`src/rtl/key_unlock_loader.sv`:
```
// ============================================================================
// key_unlock_loader: receives a serial activation key, checks even parity, and
// commits it to a locked core. Repeated bad loads latch a permanent lockout.
// Revision: 1.0
// ============================================================================
`default_nettype none

module key_unlock_loader #(
  parameter int               KEY_W    = 3,
  parameter logic [KEY_W-1:0] DECOY    = '0,
  parameter int               MAX_FAIL = 3
) (
  input  logic             clk,
  input  logic             rst_n,
  input  logic             start,
  input  logic             ser_valid,
  input  logic             ser_data,
  output logic             ser_ready,
  output logic [KEY_W-1:0] key_out,
  output logic             key_valid,
  output logic             load_err,
  output logic             locked_out,
  output logic             busy
);

  localparam int BW = $clog2(KEY_W + 1);
  localparam int FW = $clog2(MAX_FAIL + 1);

  localparam logic [2:0] c_st_idle    = 3'd0;
  localparam logic [2:0] c_st_load    = 3'd1;
  localparam logic [2:0] c_st_check   = 3'd2;
  localparam logic [2:0] c_st_active  = 3'd3;
  localparam logic [2:0] c_st_error   = 3'd4;
  localparam logic [2:0] c_st_lockout = 3'd5;

  localparam logic [BW-1:0] c_parity_idx = BW'(KEY_W);
  localparam logic [FW-1:0] c_max_fail   = FW'(MAX_FAIL);

  logic [2:0]       r_state;
  logic [KEY_W-1:0] r_shadow;
  logic [BW-1:0]    r_bit_cnt;
  logic [FW-1:0]    r_fail_cnt;
  logic             r_par;
  logic [KEY_W-1:0] r_key_out;
  logic             r_key_valid;
  logic             r_load_err;
  logic             r_locked_out;
  logic             r_busy;

  logic [FW-1:0]    w_fail_inc;

  assign w_fail_inc = r_fail_cnt + FW'(1);

  assign ser_ready  = (r_state == c_st_load);
  assign key_out    = r_key_out;
  assign key_valid  = r_key_valid;
  assign load_err   = r_load_err;
  assign locked_out = r_locked_out;
  assign busy       = r_busy;

  always_ff @(posedge clk or negedge rst_n) begin
    if (!rst_n) begin
      r_state      <= c_st_idle;
      r_shadow     <= '0;
      r_bit_cnt    <= '0;
      r_fail_cnt   <= '0;
      r_par        <= 1'b0;
      r_key_out    <= DECOY;
      r_key_valid  <= 1'b0;
      r_load_err   <= 1'b0;
      r_locked_out <= 1'b0;
      r_busy       <= 1'b0;
    end else begin
      case (r_state)
        c_st_idle, c_st_active, c_st_error: begin
          // Any new load withdraws the committed key before the first bit arrives.
          if (start) begin
            r_state     <= c_st_load;
            r_bit_cnt   <= '0;
            r_par       <= 1'b0;
            r_key_out   <= DECOY;
            r_key_valid <= 1'b0;
            r_load_err  <= 1'b0;
            r_busy      <= 1'b1;
          end
        end
        c_st_load: begin
          if (ser_valid) begin
            r_par <= r_par ^ ser_data;
            if (r_bit_cnt == c_parity_idx) begin
              r_state <= c_st_check;
            end else begin
              for (int i = 0; i < KEY_W; i++) begin
                if (r_bit_cnt == BW'(i)) r_shadow[i] <= ser_data;
              end
              r_bit_cnt <= r_bit_cnt + BW'(1);
            end
          end
        end
        c_st_check: begin
          r_busy <= 1'b0;
          if (!r_par) begin
            r_state     <= c_st_active;
            r_key_out   <= r_shadow;
            r_key_valid <= 1'b1;
            r_load_err  <= 1'b0;
            r_fail_cnt  <= '0;
          end else begin
            r_fail_cnt <= w_fail_inc;
            r_load_err <= 1'b1;
            if (w_fail_inc == c_max_fail) begin
              r_state      <= c_st_lockout;
              r_locked_out <= 1'b1;
            end else begin
              r_state <= c_st_error;
            end
          end
        end
        c_st_lockout: begin
          r_key_out    <= DECOY;
          r_key_valid  <= 1'b0;
          r_locked_out <= 1'b1;
        end
        default: begin
          r_state   <= c_st_idle;
          r_key_out <= DECOY;
          r_busy    <= 1'b0;
        end
      endcase
    end
  end

endmodule

`default_nettype wire

```
`config.mk`:
```
export PLATFORM = sky130hd
export DESIGN_NAME = key_unlock_loader
export DESIGN_NICKNAME = d
export VERILOG_FILES = /design/src/rtl/key_unlock_loader.sv
export SDC_FILE = /design/constraint.sdc
export NUM_CORES = 1
export LEC_CHECK = 0
export ABC_CLOCK_PERIOD_IN_PS = 3800
export CELL_PAD_IN_SITES_DETAIL_PLACEMENT = 1
export CELL_PAD_IN_SITES_GLOBAL_PLACEMENT = 1
export CORE_UTILIZATION = 44
export DETAILED_ROUTE_END_ITERATION = 10
export GPL_TIMING_DRIVEN = 0
export MAX_ROUTING_LAYER = met4
export PLACE_DENSITY = 0.9
export SLEW_MARGIN = 25
export SYNTH_ARGS = -nofsm -noshare
export SYNTH_HDL_FRONTEND = slang
export SYNTH_SLANG_ARGS = --single-unit
```
`constraint.sdc`:
```
create_clock -name clk -period 3.8 [get_ports clk]
set_clock_uncertainty 0.05 [all_clocks]
set_input_delay 0.95 -clock clk [delete_from_list [all_inputs] [get_ports clk]]
set_output_delay 0.95 -clock clk [all_outputs]
set_load 0.01 [all_outputs]
```
# ---- Yosys cells after proc, flatten, opt, wreduce, memory -nomap -nowiden
# Index checks and enable logic that the tools add are counted.
dict set report totals {
  regBits 18
  in_bits 5
  output_inout_bits 8
  elab_cells 80
}
dict set report op_classes {
  addsub 2
  eq_ne 16
  muxes 26
  bitwise_logic 5
  reduce_logical 19
}
# op count
set op_table {}
lappend op_table {{$reduce_and 4->1} 5}
lappend op_table {{$mux 3} 6}
lappend op_table {{$ne 2x2->1 const B} 6}
lappend op_table {{$pmux 3 s4} 1}
lappend op_table {{$reduce_and 3->1} 4}
lappend op_table {{$pmux 3 s3} 1}
lappend op_table {{$mux 1} 8}
lappend op_table {{$mux 2} 4}
lappend op_table {{$pmux 1 s2} 4}
lappend op_table {{$eq 2x2->1 const B} 3}
lappend op_table {{$eq 3x2->1 const B} 2}
lappend op_table {{$eq 3x3->1 const B} 2}
lappend op_table {{$reduce_bool 2->1} 3}
lappend op_table {{$add 2x1->2 const B} 2}
lappend op_table {{$not 1->1} 4}
lappend op_table {{$pmux 2 s2} 1}
lappend op_table {{$reduce_and 2->1} 2}
lappend op_table {{$eq 3x1->1 const B} 1}
lappend op_table {{$logic_not 3->1} 1}
lappend op_table {{$pmux 1 s3} 1}
lappend op_table {{$reduce_bool 3->1} 1}
lappend op_table {{$reduce_or 3->1} 1}
lappend op_table {{$eq 2x1->1 const B} 1}
lappend op_table {{$logic_not 2->1} 1}
lappend op_table {{other kinds (3)} 3}

# ---- Depth between registers and ports, before layout
dict set report logic_depth {
  ltp_word 5
  depth_mapped 6
  depth_no_buf 5
}

# ---- Worst setup path after synthesis
# Ideal clock, no wire load.
dict set report synth_path {
  path_kind {input to register}
  startpoint {input port ser_valid}
  endpoint {register r_bit_cnt[1]}
  setup_time_ps 79
  arrival_ps 1844
  required_ps 3671
  setup_slack_ps 1827
  cell_stages 4
  n_path_buf 0
  cell_sequence {nor2b_1 or3b_4 o211ai_2 mux2i_1}
}
dict set report synth_via {
  elab_chain_len 2
}
# element line
set synth_lines {}
lappend synth_lines {{start, declared} 16} ;# input logic ser_valid,
lappend synth_lines {{$ne 2x2->1 (no source line)} n/a}
lappend synth_lines {{$reduce_and 4->1 (no source line)} n/a}
lappend synth_lines {{end signal, assigned} 96} ;# r_bit_cnt <= r_bit_cnt + BW'(1);
lappend synth_lines {{end, declared} 41} ;# logic [BW-1:0] r_bit_cnt;
# No other way between the ends.
# A chain may end at the register's enable or synchronous reset.

# ---- Worst setup path in the final report
dict set report layout_path {
  startpoint {register r_state[2]}
  endpoint {output port ser_ready}
}
dict set report layout_via {
  elab_chain_len 1
}
# element line
set layout_lines {}
lappend layout_lines {{start, declared} 39} ;# logic [2:0] r_state;
lappend layout_lines {{start signal, assigned} 63} ;# r_state <= c_st_idle;
lappend layout_lines {{start signal, assigned} 78} ;# r_state <= c_st_load;
lappend layout_lines {{start signal, assigned} 91} ;# r_state <= c_st_check;
lappend layout_lines {{$eq 3x1->1} 54} ;# assign ser_ready = (r_state == c_st_load);
lappend layout_lines {{end, declared} 18} ;# output logic ser_ready,
# No other way between the ends.

==> results.json <==
{
  "status": "completed",
  "synthXorXnorAreaFrac": 0,
  "wl_per_cell_um": 15.6,
  "ys_seq_area_frac": 0.473,
  "grt_start_max_net_pins": 19,
  "cts_tree": "yes",
  "final_common_cell": "dfrtp_1",
  "postSynthCellCount": 91,
  "startpoint_type": "register",
  "cts_resized": 0,
  "swShare": 0.399,
  "clk_pin_slew_ns": 0.11,
  "dpl.hpwl_um": 1580,
  "postCtsSetupRepairBufs": 0,
  "drtIter0Drc": 10,
  "synthArstFlopShare": 1.00,
  "power.internal_uw": 578,
  "holdBufCountCts": 0,
  "slew_viol_final": 0,
  "finalSetupViolCount": 0,
  "switchingPower_uw": 384,
  "ys_ff_latch": 18,
  "power_leakage_uw": 0.000511,
  "finalPower_uw": 962,
  "vias_per_cell": 5.55,
  "synth_fa_ha_area_frac": 0.0657,
  "layout_common_cells": "dfrtp_1 (18), nand2_1 (13), clkdlybuf4s50_1 (12), inv_1 (8), o21ai_0 (6)",
  "clockBufferDepth": 2,
  "io_pins": 13,
  "cp_max_fo": 10,
  "gp_congestion": 0.801,
  "rrSetupSlack_ns": 2.22,
  "worstSkewPairLatency_ns": 0.30,
  "synthesis.yosys.warnings": 0,
  "antenna_found_initial": 0,
  "syn2layout_area_growth_pct": 20.0,
  "timing.final.crit_share": 0.737,
  "grt_pass1_wl_um": 3770,
  "max_cap_violations": 0,
  "worst_slack_ns": 1.00,
  "post-route-drc-count": 0,
  "endpoint_kind": "output pin",
  "cts_made_buffers": 3,
  "ys.flop_type": "dfrtp_1",
  "rsz0062_at_grt": "no",
  "muxShareOfSynthArea": 0.0565,
  "synth-edff-count": 0,
  "finalHoldViolCount": 0,
  "synth_nets": 101,
  "relSlewSlack": 0.444,
  "path_class": "register to output pin",
  "core_area_mm2": 0.00200,
  "critPathRequiredTime_ns": 2.80,
  "port_buffers": 12,
  "htree_levels": 1,
  "die_area_mm2": 0.00235,
  "min-delay-path-class": "register to register",
  "crit_arrival_ns": 1.80,
  "ant_nets": 0,
  "rows": 16,
  "postSynthAreaPerCell_um2": 10.5,
  "p_per_area_mw_per_mm2": 842,
  "die_h_um": 48.5,
  "totalNegativeSetupSlack_ns": 0,
  "dpl_worst_slack_ns": 1.23,
  "firstDrtPassIters": 4,
  "synth-simple-area-share": 0.158,
  "max_freq_ghz": 0.357,
  "synth_area_um2": 952,
  "sequentialPowerShare": 0.343,
  "start_util": 0.476,
  "num_vias": 744,
  "p_clk_frac": 0.127,
  "layout-drive-gt1-share": 0.140,
  "irDropWorstVdd_mv": 0.409,
  "grt_use_total": 0.212,
  "overflow": 0,
  "max_slew.worst_pin.slew_ns": 0.831,
  "cts_root_buf": "clkbuf_4",
  "fp.dieW_um": 48.5,
  "clock-sinks": 18,
  "comb_power_share": 0.530,
  "diodes": 0,
  "drt_wl_total_um": 2090,
  "finalCriticalPeriod_ns": 2.80,
  "num-nets-final": 118,
  "timing.hold.ws_ns": 0.444,
  "synth_cell_types": 33,
  "synth_top_family_by_area": "compound AO/OA/AOI/OAI gates",
  "grt_pass1_vias": 822,
  "synth_compound_area_frac": 0.183
}
## synth_stat cells (2+ instances only)
library cell | count | share of area
nor2_1 | 4 | 0.016
dfrtp_1 | 18 | 0.47
a22o_1 | 3 | 0.028
ha_1 | 5 | 0.066
o21ai_0 | 6 | 0.032
a21o_1 | 2 | 0.016
a21oi_1 | 3 | 0.016
mux2i_1 | 2 | 0.021
inv_1 | 8 | 0.032
mux2_2 | 3 | 0.035
nand3_1 | 2 | 0.011
nand2_1 | 13 | 0.051
buf_6 | 2 | 0.024
## through the flow
stage / instance area, um2 / cells / util
4_1_cts: 1140 / 134 / 0.571
6_report: 1140 / 134 / 0.571
2_1_floorplan: 952 / 91 / -
5_1_grt: 1140 / 134 / 0.571
3_5_place_dp: 1110 / 130 / 0.553
3_3_place_gp: 1110 / 130 / 0.553
## kinds of logic (layout without fill, tap and decap cells)
| family | after synthesis | after routing |
|---|---|---|
| adder cells (fa/ha/maj) | 5 | 5 |
| multiplexers | 5 | 5 |
| AO/OA/AOI/OAI | 24 | 24 |
| AND/OR/NAND/NOR | 27 | 27 |
| buffers and inverters | 12 | 28 |
| flip-flops | 18 | 18 |
## area by class of cell
| class | count | area (um2) |
|---|---|---|
| well taps | 27 | 33.8 |
| multi-input cells | 61 | 440 |
| clock buffers | 4 | 36.3 |
| repair buffers | 12 | 120 |
| fillers | 228 | 860 |
| inverters | 8 | 30.0 |
| plain buffers | 4 | 31.3 |
| flip-flops and latches | 18 | 450 |
## power groups by stage
stage,logic (uW),registers (uW),clock network [uW]
final,510,330,122
after global routing,565,344,132
after CTS,518,331,121
after detailed placement,511,335,0
after global placement,484,327,0
after floorplan,340,332,0
## worst max-delay path: stages, from the launching register on
cell and delay [ns]:
dfrtp_1 0.39, buf_6 0.14, nand2b_4 0.14, buf_6 0.14
nor2_1 0.13, clkdlybuf4s50_1 0.56
## routing by layer
layer  share of wire  GRT usage  routed length, um  vias to the layer above
met3           0.040     0.0377                 83                        4
met4          0.0081     0.0441                 17                        0
li1                -          -                  -                      354
met1            0.46      0.282                959                      366
met5               0          -                  0                        -
met2            0.49      0.343               1030                       20
## registers in the layout (all words and copies together) (netlist names)
register / flops
busy: 1
key_out: 3
key_valid: 1
load_err: 1
locked_out: 1
r_bit_cnt: 2
r_fail_cnt: 2
r_par: 1
r_shadow: 3
r_state: 3
## final timing paths
kind | start | endpoint | depth (start not counted)
setup / recovery | r_state[2]$_DFFE_PN0P_ | ser_ready | 5
hold / removal | key_valid$_DFFE_PN0P_ | key_valid$_DFFE_PN0P_ | 1
setup reg to reg | r_state[2]$_DFFE_PN0P_ | r_bit_cnt[1]$_DFFE_PN0P_ | 6
hold reg to reg | key_valid$_DFFE_PN0P_ | key_valid$_DFFE_PN0P_ | 1
max in group asynchronous | rst_n | busy$_DFFE_PN0P_ | 1
min in group asynchronous | rst_n | r_fail_cnt[1]$_DFFE_PN0N_ | 1
(Power assumes the default switching activity.)
